### src/rtl/rpu_wb_pkg.sv
// Shared types and lane helpers for the RPU-to-Wishbone bridge.
package rpu_wb_pkg;

   typedef enum logic [1:0] {
      IDLE = 2'd0,
      BUS  = 2'd1,
      RESP = 2'd2
   } state_e;

   localparam logic [1:0] SZ_BYTE = 2'b00;
   localparam logic [1:0] SZ_HALF = 2'b01;
   localparam logic [1:0] SZ_WORD = 2'b10;

   // Size codes 10 and 11 both mean a full word.
   function automatic logic [3:0] sel_gen(input logic [1:0] size, input logic [1:0] a);
      case (size)
         SZ_BYTE: sel_gen = 4'b0001 << a;
         SZ_HALF: sel_gen = a[1] ? 4'b1100 : 4'b0011;
         default: sel_gen = 4'b1111;
      endcase
   endfunction

   function automatic logic [31:0] wdata_rep(input logic [1:0] size, input logic [31:0] d);
      case (size)
         SZ_BYTE: wdata_rep = {4{d[7:0]}};
         SZ_HALF: wdata_rep = {2{d[15:0]}};
         default: wdata_rep = d;
      endcase
   endfunction

endpackage

### src/rtl/rpu_wb_lane_align.sv
// Steers the addressed byte/half lane of a Wishbone read word down to bit 0, zero-extended.
module rpu_wb_lane_align
   import rpu_wb_pkg::*;
(
   input  logic [1:0]  i_size,
   input  logic [1:0]  i_addr_lo,
   input  logic [31:0] i_dat,
   output logic [31:0] o_dat
);

   always_comb begin
      o_dat = '0;
      case (i_size)
         SZ_BYTE: begin
            case (i_addr_lo)
               2'd0:    o_dat = {24'h0, i_dat[7:0]};
               2'd1:    o_dat = {24'h0, i_dat[15:8]};
               2'd2:    o_dat = {24'h0, i_dat[23:16]};
               default: o_dat = {24'h0, i_dat[31:24]};
            endcase
         end
         SZ_HALF: o_dat = i_addr_lo[1] ? {16'h0, i_dat[31:16]} : {16'h0, i_dat[15:0]};
         default: o_dat = i_dat;
      endcase
   end

endmodule

### src/rtl/rpu_wb_bridge.sv
// RPU native memory port to Wishbone classic bridge (IDLE -> BUS -> RESP).
// Optional bus watchdog enabled by defining RPU_WB_TIMEOUT_EN.
module rpu_wb_bridge
   import rpu_wb_pkg::*;
#(
   parameter int ADDR_W         = 32,
   parameter int DATA_W         = 32,
   parameter int TIMEOUT_CYCLES = 255
) (
   input  logic              clk,
   input  logic              rst,
   input  logic              mem_cmd_i,
   input  logic              mem_we_i,
   input  logic [1:0]        mem_byte_enable_i,
   input  logic [ADDR_W-1:0] mem_addr_i,
   input  logic [DATA_W-1:0] mem_data_i,
   output logic              mem_ready_o,
   output logic [DATA_W-1:0] mem_data_o,
   output logic              mem_data_ready_o,
   output logic              wb_cyc_o,
   output logic              wb_stb_o,
   output logic              wb_we_o,
   output logic [3:0]        wb_sel_o,
   output logic [ADDR_W-1:0] wb_adr_o,
   output logic [DATA_W-1:0] wb_dat_o,
   input  logic [DATA_W-1:0] wb_dat_i,
   input  logic              wb_ack_i,
   output logic              bus_err_o
);

   state_e            r_state;
   state_e            w_next;
   logic              w_idle;
   logic              w_bus;
   logic              w_resp;
   logic              w_accept;
   logic              w_expire;
   logic              r_we;
   logic [1:0]        r_size;
   logic [ADDR_W-1:0] r_addr;
   logic [DATA_W-1:0] r_wdata;
   logic [DATA_W-1:0] r_rdata;
   logic [31:0]       w_rdata_aligned;

   rpu_wb_lane_align u_align (
      .i_size    (r_size),
      .i_addr_lo (r_addr[1:0]),
      .i_dat     (wb_dat_i),
      .o_dat     (w_rdata_aligned)
   );

   always_ff @(posedge clk or posedge rst) begin
      if (rst) r_state <= IDLE;
      else     r_state <= w_next;
   end

   always_comb begin
      w_next = r_state;
      w_idle = 1'b0;
      w_bus  = 1'b0;
      w_resp = 1'b0;
      case (r_state)
         IDLE: begin
            w_idle = 1'b1;
            if (mem_cmd_i) w_next = BUS;
         end
         BUS: begin
            w_bus = 1'b1;
            if (wb_ack_i || w_expire) w_next = RESP;
         end
         RESP: begin
            w_resp = 1'b1;
            w_next = IDLE;
         end
         default: w_next = IDLE;
      endcase
   end

   assign w_accept = w_idle & mem_cmd_i;

   always_ff @(posedge clk or posedge rst) begin
      if (rst) begin
         r_we    <= 1'b0;
         r_size  <= SZ_BYTE;
         r_addr  <= '0;
         r_wdata <= '0;
      end else if (w_accept) begin
         r_we    <= mem_we_i;
         r_size  <= mem_byte_enable_i;
         r_addr  <= mem_addr_i;
         r_wdata <= mem_data_i;
      end
   end

   // An ack in the same cycle as watchdog expiry takes priority.
   always_ff @(posedge clk or posedge rst) begin
      if (rst)                          r_rdata <= '0;
      else if (w_bus && wb_ack_i && !r_we) r_rdata <= w_rdata_aligned;
      else if (w_bus && w_expire && !wb_ack_i) r_rdata <= 32'hFFFF_FFFF;
   end

`ifdef RPU_WB_TIMEOUT_EN
   localparam int CNT_W = $clog2(TIMEOUT_CYCLES + 1);
   logic [CNT_W-1:0] r_cnt;
   logic             r_timeout;

   assign w_expire = w_bus && (r_cnt == CNT_W'(TIMEOUT_CYCLES - 1));

   always_ff @(posedge clk or posedge rst) begin
      if (rst) begin
         r_cnt     <= '0;
         r_timeout <= 1'b0;
      end else if (w_accept) begin
         r_cnt     <= '0;
         r_timeout <= 1'b0;
      end else if (w_bus) begin
         r_cnt <= r_cnt + 1'b1;
         if (w_expire && !wb_ack_i) r_timeout <= 1'b1;
      end
   end

   assign bus_err_o = w_resp & r_timeout;
`else
   logic w_unused_cfg;
   assign w_unused_cfg = (TIMEOUT_CYCLES == 0);
   assign w_expire     = 1'b0;
   assign bus_err_o    = 1'b0;
`endif

   assign mem_ready_o      = w_idle;
   assign mem_data_ready_o = w_resp;
   assign mem_data_o       = r_rdata;

   // Bus outputs are forced low outside BUS so reset and idle look identical.
   assign wb_cyc_o = w_bus;
   assign wb_stb_o = w_bus;
   assign wb_we_o  = w_bus & r_we;
   assign wb_sel_o = w_bus ? sel_gen(r_size, r_addr[1:0]) : 4'b0000;
   assign wb_adr_o = w_bus ? {r_addr[ADDR_W-1:2], 2'b00} : '0;
   assign wb_dat_o = w_bus ? wdata_rep(r_size, r_wdata) : '0;

endmodule

### config.mk
export PLATFORM = sky130hd
export DESIGN_NAME = rpu_wb_bridge
export DESIGN_NICKNAME = d
export VERILOG_FILES = /design/src/rtl/rpu_wb_pkg.sv /design/src/rtl/rpu_wb_lane_align.sv /design/src/rtl/rpu_wb_bridge.sv
export SDC_FILE = /design/constraint.sdc
export NUM_CORES = 1
export LEC_CHECK = 0
export ABC_CLOCK_PERIOD_IN_PS = 3500
export CORE_ASPECT_RATIO = 0.7
export CORE_MARGIN = 8
export CORE_UTILIZATION = 40
export DETAILED_ROUTE_END_ITERATION = 10
export PLACE_DENSITY = 0.85
export SYNTH_ARGS = -nofsm -noshare
export SYNTH_HDL_FRONTEND = slang
export SYNTH_HIERARCHICAL = 1
export SYNTH_SLANG_ARGS = --single-unit
### constraint.sdc
create_clock -name clk -period 3.5 [get_ports clk]
set_input_delay 0.35 -clock clk [delete_from_list [all_inputs] [get_ports clk]]
set_output_delay 0.35 -clock clk [all_outputs]
set_load 0.05 [all_outputs]
After elaboration in Yosys (flattened, before gate mapping)
Cells that the tools add are included.
- shift-type cells: 1
- multiplexer cells: 15
- equality and inequality tests: 7
- reductions and logical operators: 7
- bitwise logic cells: 2
- operator list (kind ; number):
    case mux 32 bit (2 select lines) ; 2
    two-way mux 32 bit ; 2
    case mux 8 bit (3 select lines) ; 1
    two-way mux 16 bit ; 1
    two-way mux 4 bit ; 2
    case mux 4 bit (2 select lines) ; 1
    equality test 2 x 1 -> 1 bit (second input constant) ; 3
    zero test 2 bit ; 3
    equality test 2 bit (second input constant) ; 2
    two-way mux 2 bit ; 2
    != test 2 bit (second input constant) ; 2
    case mux 2 bit (2 select lines) ; 1
    << shifter 1 x 2 -> 4 bit (first input constant) ; 1
    two-way mux 1 bit ; 3
    bitwise AND 1 bit ; 2
    logical AND 1 bit ; 2
    AND reduction 2 bit ; 1
    zero test 1 bit ; 1
- register bits: 101
- output and inout port bits: 106
- bits of input ports: 103

Logic depth before layout (Yosys ltp)
- depth in word-level cells: 4
- gate-level depth with buffers: 7
- depth with buffers taken out: 5

By module
Netlist, hierarchy kept.
- modules (own cells, without submodules) (module ; area an instance (sq um) ; times used ; cells each ; sequential area each (sq um)):
    rpu_wb_bridge ; 4628.2 ; 1 ; 351 ; 2527.4
    rpu_wb_lane_align ; 566.8 ; 1 ; 101 ; 0.0

Worst setup path after synthesis
Ideal clock, no wire load.
- kind: reg-to-output
- start: register r_size[1]
- end: output port wb_sel_o[0]
- cell stages (with the launch flop): 5
- buffers on the path: 2
- arrival time: 2092 ps
- path slack: 1058 ps
- cells stage by stage: dfrtp_1 -> clkbuf_1 -> clkbuf_1 -> nor2_1 -> a211oi_1
- cells in the longest elaborated chain, start to end: 3
- elaborated cells on any way between the ends: 4
- those cells by class: eq/ne (1); mux (2); reduce/logical (1)
- RTL lines (element ; RTL line ; text):
    start, declared ; rpu_wb_bridge.sv:39 ; logic [1:0] r_size;
    start signal, assigned ; rpu_wb_bridge.sv:89 ; r_size <= mem_byte_enable_i;
    equality test 2 x 1 -> 1 bit or zero test 2 bit (tied branches) ; rpu_wb_pkg.sv:16 ; case (size)
    case mux 4 bit (2 select lines) * ; rpu_wb_pkg.sv:16 ;
    two-way mux 4 bit * ; rpu_wb_bridge.sv:138 ; assign wb_sel_o = w_bus ? sel_gen(r_size, r_addr[1:0]) : 4'b0000;
    end, declared ; rpu_wb_bridge.sv:23 ; output logic [3:0] wb_sel_o,
Every way passes the cells marked *; elsewhere a longest branch is shown, timed or not.

Worst setup path in the final report
- start: register r_state[1]
- end: output port wb_dat_o[27]
- cells in the longest elaborated chain, start to end: 3
- RTL lines (element ; RTL line ; text):
    start, declared ; rpu_wb_bridge.sv:31 ; state_e r_state;
    start signal, assigned ; rpu_wb_bridge.sv:54 ; else r_state <= w_next;
    equality test 2 x 1 -> 1 bit ; rpu_wb_bridge.sv:62 ; case (r_state)
    two-way mux 1 bit ; rpu_wb_bridge.sv:62 ;
    two-way mux 32 bit ; rpu_wb_bridge.sv:140 ; assign wb_dat_o = w_bus ? wdata_rep(r_size, r_wdata) : '0;
    end, declared ; rpu_wb_bridge.sv:25 ; output logic [DATA_W-1:0] wb_dat_o,
Every way passes these cells.

==> impl_metrics.ini <==
[timing]
endpoints_failing_setup = 0
layout_worst_path_cycle_share_pct = 88.8
maxSlewViolCount = 0
worst_pin_slew_ps = 963
fin_worst_skew_ps = 10.9
max_clock_freq_mhz = 322
post-route-min-period_ps = 3110
finalHoldViolCount = 0
hold_slack_ps = 488
maxSlewHeadroom_pct = 35.8
finalSetupTns_ps = 0
grt_setup_unrepaired = no

[synth]
sequential_area_share_after_synthesis_pct = 48.7
synth_seq_cells = 101
post_synth_design_cell_area_mm2 = 0.00519
synth.avg_cell_area_um2 = 11.5
ys.warnings.count = 6
netlist_instances = 452
synth.lib_cells_used.distinct = 30

[power_and_ir_drop]
netSwitchingPower_mw = 3.52
p_sw_share_pct = 47.9
static-leakage-power_nw = 3.27
clkPwrFrac_pct = 14.1
power_frac_seq_pct = 29.4
p_comb_share_pct = 56.5
vdd.ir_drop.worst_mv = 0.471
power.density_mw_per_mm2 = 972
power_report.internal_total_mw = 3.82

[worst_setup_path]
cpPeakStageDelay_ps = 880
reg2reg_from = r_size[0]
r2r_slack_ps = 800
crit_path_cell_trace = nand2b_1, a211oi_1, clkdlybuf4s50_1
cp_data_arrival_time_ps = 2760
r2r-end = mem_data_o[3]
rr_worst_depth = 6
path_max_fanout = 26
timing_worst_setup_path_type = reg2out
required_time_at_the_worst_slack_endpoint_ps = 3150
cell_with_the_largest_stage_delay_on_the_worst_path = clkdlybuf4s50_1
start_kind = flop
cp-end-kind = output port

[placement]
post-place-cells = 792
io_buffer_count = 205
dpl.hpwl_mm = 12.1
gp_congestion = 0.912

[cts]
clk_root_buffer_cell = clkbuf_16
post_cts_resized = 0
cts-hold-fix-buffers = 0
htreeDepth = 3
cts_setup_buffers = 0
cts_tree = done
tritoncts_num_sinks = 101
cts.clk_slew.worst_paths_ps = 80
insertion_delay_of_the_later_clocked_pin_in_the_worst_skew_pair_ps = 350
cts-buffers-inserted = 9
cts.path.max_buffers = 2

[detailed_routing]
route.antenna.remaining_nets = 0
avgViaCountPerCell = 5.17
drt-pass1-iter-count = 4
num_vias = 4176
drt-initial-drc-count = 222
routedWlPerCell_um = 19.8
post-route-drc-count = 0
routed_wl_mm = 16.0

[global_route]
number_of_global_route_vias_before_repair = 4415
grt_max_degree = 72
global_route_usage_sum_pct = 18.5
overflow = 0
initial_antenna_violation_count = 0
grt_pass1_wl_mm = 25.2

[floorplan]
horizontal_die_dimension_um = 152
boundaryPins = 209
placeableCoreArea_mm2 = 0.0125
std_cell_rows = 34
fp.dieH_um = 111
floorplan.initialDensity_pct = 41.4
floorplan.die_area_mm2 = 0.0169

[hold_path]
worst_hold_path.endpoint = mem_data_o[17]
holdCritStartpoint = mem_data_o[17]
hold_class = reg2reg
hold_depth = 1

[final_layout]
area_delta_synth_final_pct = 45.3
final_non_filler_cells = 808
design.final.nets = 744
diodes = 0
drive_gt1_share_pct = 20.1

[run]
cap_violations = 0

[status]
outcome = finished clean
registers in the layout, indices dropped and copies added, names as in the netlist:
| signal | cells |
|---|---|
| r_addr | 32 |
| r_size | 2 |
| mem_data_o | 32 |
| r_state | 2 |
| r_we | 1 |
| r_wdata | 32 |
how the worst max path moves through the flow:
| stage | cells past startpoint | from | end | slack, ps |
|---|---|---|---|---|
| CTS | 4 | r_state[1] | wb_dat_o[21] | 400 |
| global placement | 3 | r_state[1] | wb_dat_o[29] | 840 |
| global route | 4 | r_state[1] | wb_dat_o[22] | 290 |
| floorplan | 1 | rst | mem_data_o[0] | 500 |
| finish | 3 | r_state[1] | wb_dat_o[27] | 390 |
| detailed placement | 3 | r_state[1] | wb_dat_o[27] | 800 |
per-layer routing:
layer | vias to the layer above | global-route usage, % | share of wire (%)
met1 | 2072 | 23.0 | 43
met3 | 12 | 7.42 | 9.5
met5 | - | 0 | 0
li1 | 1921 | - | -
met2 | 171 | 29.8 | 47
met4 | 0 | 4.45 | 0.86
logic make-up after synthesis:
logic type             share of synthesized area (%)
AOI/OAI and AO/OA                               6.86
buffers and inverters                           4.74
DFF                                             48.7
muxes                                           25.0
other                                         0.0722
and+or+nand+nor                                 14.7
cells in the mapped netlist:
| cell type | n | area [µm²] |
|---|---|---|
| mux2_1 | 49 | 552 |
| conb_1 | 1 | 3.75 |
| a22o_1 | 9 | 78.8 |
| nor4bb_1 | 1 | 10.0 |
| and2_1 | 56 | 350 |
| nand2_1 | 35 | 131 |
| a211oi_1 | 10 | 75.1 |
| dfrtp_1 | 101 | 2530 |
| nor3_1 | 3 | 15.0 |
| clkbuf_4 | 1 | 7.51 |
| o21bai_1 | 2 | 15.0 |
| mux2_2 | 50 | 563 |
| o21ai_0 | 15 | 75.1 |
| a31oi_1 | 1 | 6.26 |
| o22a_1 | 1 | 8.76 |
| nor2_1 | 13 | 48.8 |
| clkbuf_1 | 14 | 52.6 |
| nor3b_2 | 1 | 12.5 |
| or3b_2 | 8 | 70.1 |
| mux4_2 | 1 | 22.5 |
| a22oi_1 | 7 | 52.6 |
| a21oi_1 | 9 | 45.0 |
| inv_1 | 4 | 15.0 |
| buf_6 | 6 | 67.6 |
| buf_2 | 11 | 55.1 |
| inv_2 | 1 | 3.75 |
| buf_4 | 6 | 45.0 |
| nor2b_1 | 12 | 75.1 |
| nand2b_1 | 8 | 50.1 |
| mux2i_1 | 16 | 160 |
power by group through the flow:
stage	combinational, mW	clock, mW	sequential (mW)
global placement	4.11	0	2.13
global route	4.36	1.10	2.23
CTS	4.17	1.06	2.15
detailed placement	4.16	0	2.17
finish	4.15	1.04	2.15
floorplan	2.44	0	2.50
worst max-delay path, delay by kind of cell (launching register included):
family / cells / cell delay [ps]
flip-flops: 1 / 470
buffers and inverters: 1 / 880
AO/OA/AOI/OAI: 1 / 450
AND/OR/NAND/NOR: 1 / 620
per-stage QoR:
| stage | cell area, µm² | worst slack, ps | util (%) | total power [mW] |
|---|---|---|---|---|
| floorplan | 5200 | 503 | - | 4.94 |
| global placement | 7240 | 843 | 57.7 | 6.23 |
| detailed placement | 7240 | 795 | 57.7 | 6.33 |
| CTS | 7550 | 404 | 60.1 | 7.39 |
| global route | 7550 | 291 | 60.1 | 7.69 |
| finish | 7550 | 392 | 60.1 | 7.34 |
final cells by class:
type | count | area [µm²]
fill | 944 | 5000
clock buffer | 9 | 225
clock inverter | 7 | 77.6
multi-input combinational | 310 | 2450
timing repair buffer | 214 | 2040
sequential | 101 | 2530
tap | 162 | 203
inverter | 5 | 21.3
placed cells by master (no fill, tap or decap):
cell type,n
a211oi_1,10
a21oi_1,9
a22o_1,9
a22oi_1,7
a31oi_1,1
and2_1,56
buf_12,2
buf_4,48
bufinv_16,1
clkbuf_16,9
clkdlybuf4s50_1,164
clkinv_2,1
clkinvlp_4,1
conb_1,3
dfrtp_1,100
dfrtp_2,1
inv_1,3
inv_2,1
inv_4,1
inv_6,4
mux2_1,49
mux2_2,50
mux2i_1,16
mux4_2,1
nand2_1,35
nand2b_1,8
nor2_1,13
nor2b_1,12
nor3_1,3
nor3b_4,1
nor4bb_4,1
o21ai_0,15
o21bai_1,2
o22a_1,1
or3b_2,8
Power figures use the tool's default switching activity.
